===== src/rtl/fast9_pkg.sv =====
// Shared types and sizing helpers for the FAST9 corner pipeline.
package fast9_pkg;

  localparam int unsigned PIX_W_DEF = 8;
  localparam int unsigned WIN_DEF   = 6;

  function automatic int unsigned npix(input int unsigned win);
    return win * win;
  endfunction

  localparam int unsigned IDX_W_DEF = $clog2(WIN_DEF * WIN_DEF);

  typedef enum logic {
    BANK_EMPTY = 1'b0,
    BANK_FULL  = 1'b1
  } bank_state_t;

endpackage


===== src/rtl/pixel_bank.sv =====
// One window of pixel storage with an indexed write port and a packed view.
module pixel_bank #(
  parameter int unsigned PIX_W = 8,
  parameter int unsigned NPIX  = 36,
  parameter int unsigned IDX_W = 6
) (
  input  logic                    clk,
  input  logic                    en_i,
  input  logic [IDX_W-1:0]        idx_i,
  input  logic [PIX_W-1:0]        data_i,
  output logic [PIX_W*NPIX-1:0]   vec_o
);

  logic [PIX_W*NPIX-1:0] mem_q;

  // Storage is never reset: a bank is only read after every slot was written.
  for (genvar k = 0; k < NPIX; k++) begin : g_pix
    always_ff @(posedge clk) begin
      if (en_i && (idx_i == IDX_W'(k))) begin
        mem_q[k*PIX_W +: PIX_W] <= data_i;
      end
    end
  end

  assign vec_o = mem_q;

endmodule


===== src/rtl/pixel_window_mem.sv =====
// Ping-pong pixel-window buffer: raster pixel writes in, whole windows out.
module pixel_window_mem
  import fast9_pkg::*;
#(
  parameter int unsigned PIX_W = PIX_W_DEF,
  parameter int unsigned WIN   = WIN_DEF
) (
  input  logic                        clk,
  input  logic                        rst,
  input  logic                        wrValid,
  input  logic [PIX_W-1:0]            wrPixel,
  output logic                        wrReady,
  input  logic                        matReaden,
  output logic                        matValid,
  output logic                        matMiss,
  output logic [PIX_W*WIN*WIN-1:0]    dbValue,
  output logic [1:0]                  fullCount
);

  localparam int unsigned NPIX  = npix(WIN);
  localparam int unsigned IDX_W = (NPIX > 1) ? $clog2(NPIX) : 1;
  localparam int unsigned VEC_W = PIX_W * NPIX;

  logic              wrBank_q, wrBank_d;
  logic              rdBank_q, rdBank_d;
  logic [IDX_W-1:0]  wrIdx_q, wrIdx_d;
  bank_state_t       bank0_q, bank0_d;
  bank_state_t       bank1_q, bank1_d;
  logic [VEC_W-1:0]  dbValue_q, dbValue_d;
  logic              matValid_q, matValid_d;
  logic              matMiss_q, matMiss_d;
  logic [1:0]        fullCount_q, fullCount_d;

  logic              wrAcc, wrLast, rdHit;
  logic [VEC_W-1:0]  vec0, vec1;

  pixel_bank #(.PIX_W(PIX_W), .NPIX(NPIX), .IDX_W(IDX_W)) u_bank0 (
    .clk    (clk),
    .en_i   (wrAcc && !wrBank_q),
    .idx_i  (wrIdx_q),
    .data_i (wrPixel),
    .vec_o  (vec0)
  );

  pixel_bank #(.PIX_W(PIX_W), .NPIX(NPIX), .IDX_W(IDX_W)) u_bank1 (
    .clk    (clk),
    .en_i   (wrAcc && wrBank_q),
    .idx_i  (wrIdx_q),
    .data_i (wrPixel),
    .vec_o  (vec1)
  );

  always_comb begin
    wrReady = wrBank_q ? (bank1_q == BANK_EMPTY) : (bank0_q == BANK_EMPTY);
    wrAcc   = wrValid && wrReady;
    wrLast  = (wrIdx_q == IDX_W'(NPIX - 1));
    rdHit   = matReaden && (rdBank_q ? (bank1_q == BANK_FULL) : (bank0_q == BANK_FULL));
  end

  // Write completion and read serve always touch different banks (one must be
  // EMPTY, the other FULL), so both updates can apply in the same cycle.
  always_comb begin
    wrBank_d   = wrBank_q;
    rdBank_d   = rdBank_q;
    wrIdx_d    = wrIdx_q;
    bank0_d    = bank0_q;
    bank1_d    = bank1_q;
    dbValue_d  = dbValue_q;
    matValid_d = 1'b0;
    matMiss_d  = 1'b0;

    if (wrAcc) begin
      if (wrLast) begin
        wrIdx_d  = '0;
        wrBank_d = ~wrBank_q;
        if (wrBank_q) bank1_d = BANK_FULL;
        else          bank0_d = BANK_FULL;
      end else begin
        wrIdx_d = wrIdx_q + 1'b1;
      end
    end

    if (matReaden) begin
      if (rdHit) begin
        dbValue_d  = rdBank_q ? vec1 : vec0;
        matValid_d = 1'b1;
        rdBank_d   = ~rdBank_q;
        if (rdBank_q) bank1_d = BANK_EMPTY;
        else          bank0_d = BANK_EMPTY;
      end else begin
        matMiss_d = 1'b1;
      end
    end

    fullCount_d = {1'b0, bank0_d == BANK_FULL} + {1'b0, bank1_d == BANK_FULL};
  end

  always_ff @(posedge clk or posedge rst) begin
    if (rst) begin
      wrBank_q    <= 1'b0;
      rdBank_q    <= 1'b0;
      wrIdx_q     <= '0;
      bank0_q     <= BANK_EMPTY;
      bank1_q     <= BANK_EMPTY;
      dbValue_q   <= '0;
      matValid_q  <= 1'b0;
      matMiss_q   <= 1'b0;
      fullCount_q <= '0;
    end else begin
      wrBank_q    <= wrBank_d;
      rdBank_q    <= rdBank_d;
      wrIdx_q     <= wrIdx_d;
      bank0_q     <= bank0_d;
      bank1_q     <= bank1_d;
      dbValue_q   <= dbValue_d;
      matValid_q  <= matValid_d;
      matMiss_q   <= matMiss_d;
      fullCount_q <= fullCount_d;
    end
  end

  assign dbValue   = dbValue_q;
  assign matValid  = matValid_q;
  assign matMiss   = matMiss_q;
  assign fullCount = fullCount_q;

endmodule


===== config.mk =====
export PLATFORM = sky130hd
export DESIGN_NAME = pixel_window_mem
export DESIGN_NICKNAME = d
export VERILOG_FILES = /design/src/rtl/fast9_pkg.sv /design/src/rtl/pixel_bank.sv /design/src/rtl/pixel_window_mem.sv
export SDC_FILE = /design/constraint.sdc
export NUM_CORES = 1
export LEC_CHECK = 0
export CORE_MARGIN = 2
export CORE_UTILIZATION = 60
export DETAILED_ROUTE_END_ITERATION = 8
export MAX_ROUTING_LAYER = met4
export PLACE_DENSITY = 0.8
export SLEW_MARGIN = 10
export SYNTH_ARGS = -nofsm -noshare
export SYNTH_HDL_FRONTEND = slang
export SYNTH_SLANG_ARGS = --single-unit

===== constraint.sdc =====
create_clock -name clk -period 26.1 [get_ports clk]
set_input_delay 5.22 -clock clk [delete_from_list [all_inputs] [get_ports clk]]
set_output_delay 5.22 -clock clk [all_outputs]
set_load 0.005 [all_outputs]

Word-level counts from Yosys, hierarchy flattened
Cells that the tools add are included.
{"block": "word_totals", "regBits": 878, "latch_bits": 0, "mem_bits_rw": 0, "rom_bits": 0, "input_bits": 12, "memories": 0}
{"block": "op_classes", "addsub": 2, "multipliers": 0, "div": 0, "n_lt_le_gt_ge": 0, "eq_ne": 35, "shift": 0, "n_mux": 20, "n_bitwise": 4, "reduce_logical": 80}
{"cell": "2-to-1 mux 288 bit", "count": 1}
{"cell": "== test 6 x 5 -> 1 bit, second input constant", "count": 16}
{"cell": "logical AND 1 bit", "count": 76}
{"cell": "== test 6 x 4 -> 1 bit, second input constant", "count": 8}
{"cell": "== test 6 x 3 -> 1 bit, second input constant", "count": 4}
{"cell": "== test 6 bit, second input constant", "count": 4}
{"cell": "2-to-1 mux 1 bit", "count": 18}
{"cell": "== test 6 x 2 -> 1 bit, second input constant", "count": 2}
{"cell": "adder 6 x 1 -> 6 bit, second input constant", "count": 1}
{"cell": "== test 6 x 1 -> 1 bit, second input constant", "count": 1}
{"cell": "logical NOT 6 bit", "count": 1}
{"cell": "2-to-1 mux 6 bit", "count": 1}
{"cell": "inverter 1 bit", "count": 4}
{"cell": "AND reduction 2 bit", "count": 2}
{"cell": "adder 1 x 1 -> 2 bit", "count": 1}
{"cell": "logical NOT 1 bit", "count": 1}

Logic depth before layout (Yosys ltp)
Gate-level depths: netlist of run 1.
{"block": "logic_depth", "depth_word": 8, "mapped_depth": 6, "depth_no_buf": 5}

Modules after synthesis
A second synthesis of run 1 with hierarchy kept.
{"block": "hier_totals", "cells_unflattened": 1996, "area_unflattened_um2": 31858.1}
{"module": "pixel_bank", "instances": 2, "cells_per_inst": 346, "area_each_um2": 9013.6}
{"module": "pixel_window_mem", "instances": 1, "cells_per_inst": 1304, "area_each_um2": 13830.8}

Least setup slack after synthesis of run 1
No wires, ideal clock.
{"block": "synth_path", "kind": "input -> register", "startpoint": "input wrValid", "endpoint": "register u_bank0.mem_q[0], in the netlist u_bank0.vec_o[0] (enable)", "setup_ns": 0.370, "arrival_time_ns": 6.306, "t_required_ns": 25.730, "slack_ns": 19.424, "stages": 4, "cell_sequence": "nor3b_1 -> nand2_1 -> buf_2 -> nor2_1"}
{"block": "synth_between", "elab_chain_cells": 3}
{"item": "from (decl)", "line_no": "pixel_window_mem.sv:10", "source": "input logic wrValid,"}
{"item": "logical AND 1 bit", "line_no": "pixel_window_mem.sv:55", "source": "wrAcc = wrValid && wrReady;"}
{"item": "logical AND 1 bit", "line_no": "pixel_window_mem.sv:39", "source": ".en_i (wrAcc && !wrBank_q),"}
{"item": "logical AND 1 bit", "line_no": "pixel_bank.sv:19", "source": "if (en_i && (idx_i == IDX_W'(k))) begin"}
{"item": "to (signal, indexed assignment)", "line_no": "pixel_bank.sv:20", "source": "mem_q[k*PIX_W +: PIX_W] <= data_i;"}
{"item": "to (decl)", "line_no": "pixel_bank.sv:14", "source": "logic [PIX_W*NPIX-1:0] mem_q;"}
No other way between the ends.
A chain may end at the register's enable or synchronous reset.

Worst setup path after layout of run 1
{"block": "layout_path", "startpoint": "input wrValid", "endpoint": "register u_bank0.mem_q[152], in the netlist u_bank0.vec_o[152] (enable)"}
The elaborated chain is that of the path after synthesis.

==> results.md, run 1 <==
* Status: finished clean
* Crit path capture type: flop
* Crit-path max FO at 16
* Met1 Usage GRT at 0.387
* Pwr dens at approximately 110 mW/mm^2
* Layout cells sized above 1 at 0.0662
* Pleak at around 14 nW
* Hold Path Class: reg -> reg
* Dpl hpwl at a little over 40000 um
* Share of flip-flops with an asynchronous set or reset at 0.344
* Fin nets at between 2000 and 2500
* Reg2reg end: dbValue[165]$_DFFE_PP0P_
* GRT busiest layer: met2
* Crit Path Category: in -> reg
* Min-delay src: u_bank1.vec_o[88]$_DFFE_PP_
* Startpoint Class: input port
* Hold depth at 2
* Maximum VDD drop at between 0.07 and 0.08 mV
* Post-Syn Instances at a little over 2000
* Ys flop type: edfxtp_1
* Total wire length at 74200 um
* Met3 Track Usage GR at 0.0525
* Main area contributors after synthesis: edfxtp_1 (56%), dfrtp_1 (24%), a22oi_1 (7.0%), nand3_1 (4.8%), nand2_1 (3.7%)
* Vias in the first global route at roughly 19000
* FMAX at ~130 MHz
* WL/cell at between 20 and 25 um
* Max-cap violations at 0
* Unrepaired setup endpoints after global routing: no
* Die footprint at about 0.054 sq mm
* Initial core utilization at 0.607
* Overflow after GRT at 0
* H-tree levels at 3
* Die width at about 230 um
* Skew-Pair Late Insertion Delay at between 0.6 and 0.7 ns
* CTS Buffer Depth at 3
* Reg2reg start: rdBank_q$_DFFE_PP0P_
* Vias after detailed routing at 18874
* Cell family with the largest share of critical-path delay: simple AND/OR/NAND/NOR gates
* Port Buf Inserts at slightly above 300
* Arr. time, crit path at about 8 ns
* Yosys warns at 0
* TritonCTS clock tree: built
* Compound-Gate Fraction of Synth Area at 0.0722
* Cell with the most instances after synthesis: edfxtp_1
* DRC at 0
* Post-synth EDFFs at 576
* Placer congestion estimate at 0.818
* Synth Area in XOR/XNOR at 0.000564
* Clock Tree Root: clkbuf_16
* Fin crit period at 7.77 ns
* First-pass GRT wire length at 111000 um
* Reg2reg path depth at 5
* Worst R2R Setup Slack at between 20 and 25 ns
* Clock-pin slew on the worst setup and hold paths at approximately 0.060 ns
* Unique cell type count in the Yosys netlist at 34
* Core area at 0.0512 sq mm
* Io pins at about 310
* M2 GR Usage at 0.438
* Register area share after synthesis at 0.800
* Max Slew Vio Count at 0
* Buffer and inverter count on the worst path at 1
* CP max-delay cell: nor2_1
* Total chip power at between 3 and 4 mW
* Slew margin rel. at 0.180
* Initial antenna violation count at 1
* CTS Sinks at ~900
* Layout area overhead at 19.0%
* Top cells by count, synth: edfxtp_1 (576), nand2_1 (309), dfrtp_1 (302)
* Avg Inst Size Synth at roughly 15 sq um
* Postcts setup bufs at 0
* Tcrit/Tclk final at 0.298
* Post-route ant nets at 0
* Register bit total from synthesis at between 800 and 900
* DR iter-0 viols at 2091
* Router iterations before antenna repair at 7
* Tot GR Track Use at 0.287
* Top-area cell type share of the netlist area at 0.557
* Largest stage delay, worst path at between 0.8 and 0.9 ns
* Post-Synthesis Cell Area at between 0.03 and 0.04 sq mm
* Hold Slack at between 0.4 and 0.5 ns
* Largest net degree at the start of global routing at approximately 240
* Required time worst endpoint at 26.35 ns
* Crit path cell chain: clkdlybuf4s50_1 -> nor3b_1 -> nand2_1 -> nor2_1
* Hold Path Sink: dbValue[88]$_DFFE_PP0P_
* Final cell count without fillers at around 3000
* Cell count after placement at 2897
* Post-synthesis simple-gate area fraction at 0.0989
* Post-Synth Adder-Cell Area at 0.00201
* Dominant cell type by area after synthesis: edfxtp_1
* Num rows at 83
* Via/cell ratio at 6.19
* Syn Nets at between 2000 and 2500
* Post-CTS sizing at 0
* Setup TNS Final at 0 ns
* Hold Buf Count CTS at 0
* Num CTS Buffers at just over 80
* Final hold violations at 0
* Multiplexer area fraction after synthesis at 0.00113
* Worst Skew at 0.0271 ns
* Slew @ Worst Pin at between 1 and 1.5 ns
* Final Setup Violations at 0
* Largest family of logic cells by synthesized area: simple AND/OR/NAND/NOR gates
* DIE HEIGHT at around 230 um
stage by stage:
stage,util,setup slack (ns),instance area (sq um)
4_1_cts,0.721,18.36,36900
2_1_floorplan,-,12.53,31100
3_3_place_gp,0.671,17.90,34400
6_report,0.722,18.33,36900
5_1_grt,0.722,18.14,36900
3_5_place_dp,0.671,17.75,34400
cell families (layout without fill, tap and decap cells):
group / Yosys count / in the layout
DFF: 878 / 878
and+or+nand+nor: 700 / 700
AOI/OAI and AO/OA: 297 / 297
buffers and inverters: 142 / 485
adders and majority gates: 5 / 5
muxes: 3 / 3
xor gates and xnor gates: 2 / 2
other: 0 / 1
routing by layer:
layer | vias up | part of all wire
li1 | 8120 | -
met1 | 9591 | 0.39
met2 | 996 | 0.49
met3 | 167 | 0.084
met4 | 0 | 0.036
met5 | - | 0
layout by cell type, fill, tap and decap left out, types with 2 or more instances in the layout:
cell type        instances
xnor2_1                  2
o211a_1                  2
inv_6                    4
nand3_1                295
clkbuf_16               85
nand3b_1                 2
edfxtp_1               576
clkinv_1                 7
inv_4                    3
clkbuf_1                26
and3_1                   4
inv_1                    5
nor2_1                  75
buf_4                   21
nor2b_1                  4
nand2_1                309
clkbuf_8                 7
a21oi_1                  2
clkinvlp_4               2
ha_1                     5
bufinv_16                2
a41oi_1                  2
a22oi_1                288
buf_2                    8
dfrtp_1                302
clkdlybuf4s50_1        296
clkinv_2                16
how the worst max path moves through the flow:
stage                     cells after the start  slack (ns)                           end    start
after floorplan                               1       12.53             bank0_q$_DFF_PP0_      rst
after global placement                        4       17.90  u_bank0.vec_o[156]$_DFFE_PP_  wrValid
after detailed placement                      4       17.75  u_bank0.vec_o[156]$_DFFE_PP_  wrValid
after CTS                                     4       18.36  u_bank0.vec_o[159]$_DFFE_PP_  wrValid
after global routing                          4       18.14      dbValue[232]$_DFFE_PP0P_      rst
final                                         4       18.33  u_bank0.vec_o[152]$_DFFE_PP_  wrValid
power breakdown:
group	leakage (nW)	internal [mW]	switching (mW)	total, mW
clock network	1.26	0.641	0.493	1.13
logic	3.93	0.485	0.415	0.900
registers	8.95	1.73	0.183	1.91
layout make-up:
| type | count | area (sq um) |
|---|---|---|
| sequential | 878 | 24900 |
| fill | 3090 | 14200 |
| multi-input combinational | 1007 | 5450 |
| timing repair buffer | 327 | 3210 |
| clock buffer | 118 | 2320 |
| tap | 680 | 851 |
| clock inverter | 34 | 235 |
| inverter | 6 | 30.0 |
| antenna | 1 | 2.50 |
worst min-delay path: cells and delay by family, from the launching register on:
family | cells | cell delay (ns)
AOI/OAI and AO/OA | 1 | 0.06
DFF | 1 | 0.32
and+or+nand+nor | 1 | 0.05
state kept, by name (all words and copies together) (netlist names):
register	flops
matValid	1
bank1_q	1
bank0_q	1
wrIdx_q	6
fullCount	2
u_bank1.vec_o	288
matMiss	1
dbValue	288
wrBank_q	1
u_bank0.vec_o	288
rdBank_q	1
Note: power is estimated with default switching activity, not from simulation.
==> run 2, diff against run 1 <==
--- a/config.mk
+++ b/config.mk
@@ -6,10 +6,10 @@
 export NUM_CORES = 1
 export LEC_CHECK = 0
 export CORE_MARGIN = 2
-export CORE_UTILIZATION = 60
+export CORE_UTILIZATION = 56
 export DETAILED_ROUTE_END_ITERATION = 8
 export MAX_ROUTING_LAYER = met4
-export PLACE_DENSITY = 0.8
+export PLACE_DENSITY = 0.75
 export SLEW_MARGIN = 10
 export SYNTH_ARGS = -nofsm -noshare
 export SYNTH_HDL_FRONTEND = slang
==> constraint.sdc (replaced) <==
create_clock -name clk -period 7.7 [get_ports clk]
set_input_delay 1.54 -clock clk [delete_from_list [all_inputs] [get_ports clk]]
set_output_delay 1.54 -clock clk [all_outputs]
set_load 0.005 [all_outputs]
==> run 2 against run 1 <==
  * Die area grew 7.0%
  * Register-to-register slack lost 18 ns
  * Critical path depth is the same
  * Core utilization shrank 4.7 points
  * Cell count grew 2.2%
  * Sequential share of layout area shrank 0.26 points
  * Hold slack gained 0.0038 ns
  * Flip-flop and latch count is the same
  * First-iteration DRC count shrank 5.6%
  * Count of clock-buffer cells in the layout grew 2
  * Critical path type unchanged
==> results.md, run 2 (same netlist as run 1, synthesis figures left out) <==
* Most common cell after layout, fill and taps aside: edfxtp_1
* DIE HEIGHT at roughly 240 um
* Skew-Pair Late Insertion Delay at 0.63 ns
* Hold Buf Count CTS at 0
* Clock-pin slew on the worst setup and hold paths at roughly 0.06 ns
* FMAX at around 250 MHz
* Min-delay src: u_bank1.vec_o[280]$_DFFE_PP_
* Maximum VDD drop at about 0.20 mV
* Max Slew Vio Count at 0
* Slew @ Worst Pin at about 1.2 ns
* Post-CTS sizing at 0
* Worst Skew at approximately 0.022 ns
* Most frequent cells in the layout: edfxtp_1 (576), nand2_1 (309), dfrtp_1 (302)
* Core area at 0.0550 sq mm
* Initial core utilization at 0.565
* DR iter-0 viols at between 1500 and 2000
* Num CTS Buffers at 82
* Vias after detailed routing at roughly 19000
* Initial antenna violation count at 1
* Layout area overhead at 19.4%
* P_int at roughly 10 mW
* H-tree levels at 3
* Sequential Power Share at 0.482
* Gate power share at 0.225
* Pleak at approximately 14 nW
* Required time worst endpoint at 7.95 ns
* Tot GR Track Use at 0.266
* Postcts setup bufs at 0
* Tcrit/Tclk final at 0.526
* Clock Power Share at 0.293
* Largest net degree at the start of global routing at 193
* Arr. time, crit path at 4.30 ns
* Crit path capture type: flop
* CP startpoint: wrValid
* WL/cell at 23.7 um
* Hold Path Class: reg -> reg
* DRC at 0
* Sw frac at 0.274
* Dpl hpwl at 41100 um
* Clock Tree Root: clkbuf_16
* CTS Sinks at about 880
* Unrepaired setup endpoints after global routing: no
* Setup TNS Final at 0 ns
* First-pass GRT wire length at about 110000 um
* Fin crit period at 4.05 ns
* Max-cap violations at 0
* Fin nets at around 2300
* TritonCTS clock tree: built
* Final hold violations at 0
* Vias in the first global route at approximately 18000
* Die footprint at between 0.05 and 0.06 sq mm
* Status: finished clean
* Io pins at between 300 and 400
* Total wire length at 73800 um
* Overflow after GRT at 0
* Post-route ant nets at 0
* Num rows at between 80 and 90
* Crit-path max FO at 16
* Layout cells sized above 1 at 0.0655
* Die width at 239 um
* Startpoint Class: input port
* Port Buf Inserts at between 300 and 400
* Final Setup Violations at 0
* Crit Path Category: in -> reg
* Fillers at roughly 3600
* Hold Slack at 0.461 ns
* Router iterations before antenna repair at 6
* CTS Buffer Depth at 3
* Pwr dens at around 360 mW/mm^2
* Via/cell ratio at 5.99
* Placer congestion estimate at roughly 0.80
* Psw at 3.68 mW
* Slew margin rel. at 0.229
* Reg2reg start: bank0_q$_DFF_PP0_
-- run 2: worst paths after layout --
| check | endpoint | depth (start not counted) | slack [ns] |
|---|---|---|---|
| worst max register to register | u_bank0.vec_o[108]$_DFFE_PP_ | 3 | 4.85 |
| worst min register to register | dbValue[280]$_DFFE_PP0P_ | 2 | 0.46 |
| min in group asynchronous | dbValue[199]$_DFFE_PP0P_ | 2 | 1.26 |
| worst min-delay path | dbValue[280]$_DFFE_PP0P_ | 2 | 0.46 |
| worst max-delay path | u_bank0.vec_o[108]$_DFFE_PP_ | 4 | 3.65 |
| max in group asynchronous | dbValue[232]$_DFFE_PP0P_ | 3 | 5.11 |
-- run 2: power by group through the flow --
stage                     sequential (mW)  combinational (mW)  clock (mW)
after CTS                            6.46                3.06        3.98
after floorplan                      6.38                1.14           0
final                                6.46                3.02        3.92
after global routing                 6.53                3.31        4.16
after detailed placement             6.53                3.03           0
after global placement               6.52                2.94           0
-- run 2: critical path, stage by stage --
cell and delay (ns):
clkdlybuf4s50_1 0.70, nor3b_1 0.43, nand2_1 0.79, nor2_1 0.83
-- run 2: layout make-up --
| type | count | area, sq um | area share |
|---|---|---|---|
| antenna | 1 | 2.50 | 0.0000675 |
| sequential | 878 | 24900 | 0.670 |
| clock buffer | 120 | 2360 | 0.0637 |
| inverter | 6 | 26.3 | 0.000708 |
| tap | 748 | 936 | 0.0252 |
| multi-input combinational | 1007 | 5450 | 0.147 |
| clock inverter | 33 | 258 | 0.00695 |
| timing repair buffer | 324 | 3210 | 0.0864 |
-- run 2: layer usage --
layer  vias up  wire (um)  track usage
met3       127       5900       0.0478
met2       907      35700        0.411
li1       8132          -            -
met5         -          0            -
met1      9505      30300        0.365
met4         0       1880       0.0845
-- run 2: stage by stage --
stage / utilization / total power, mW / instances / cell area (sq um) / setup slack [ns]
floorplan: - / 7.52 / 2027 / 31100 / 2.14
global placement: 0.627 / 9.46 / 2963 / 34500 / 3.21
detailed placement: 0.627 / 9.56 / 2963 / 34500 / 3.04
CTS: 0.675 / 13.5 / 3116 / 37100 / 3.68
global route: 0.675 / 14.0 / 3117 / 37100 / 3.50
finish: 0.675 / 13.4 / 3117 / 37100 / 3.65
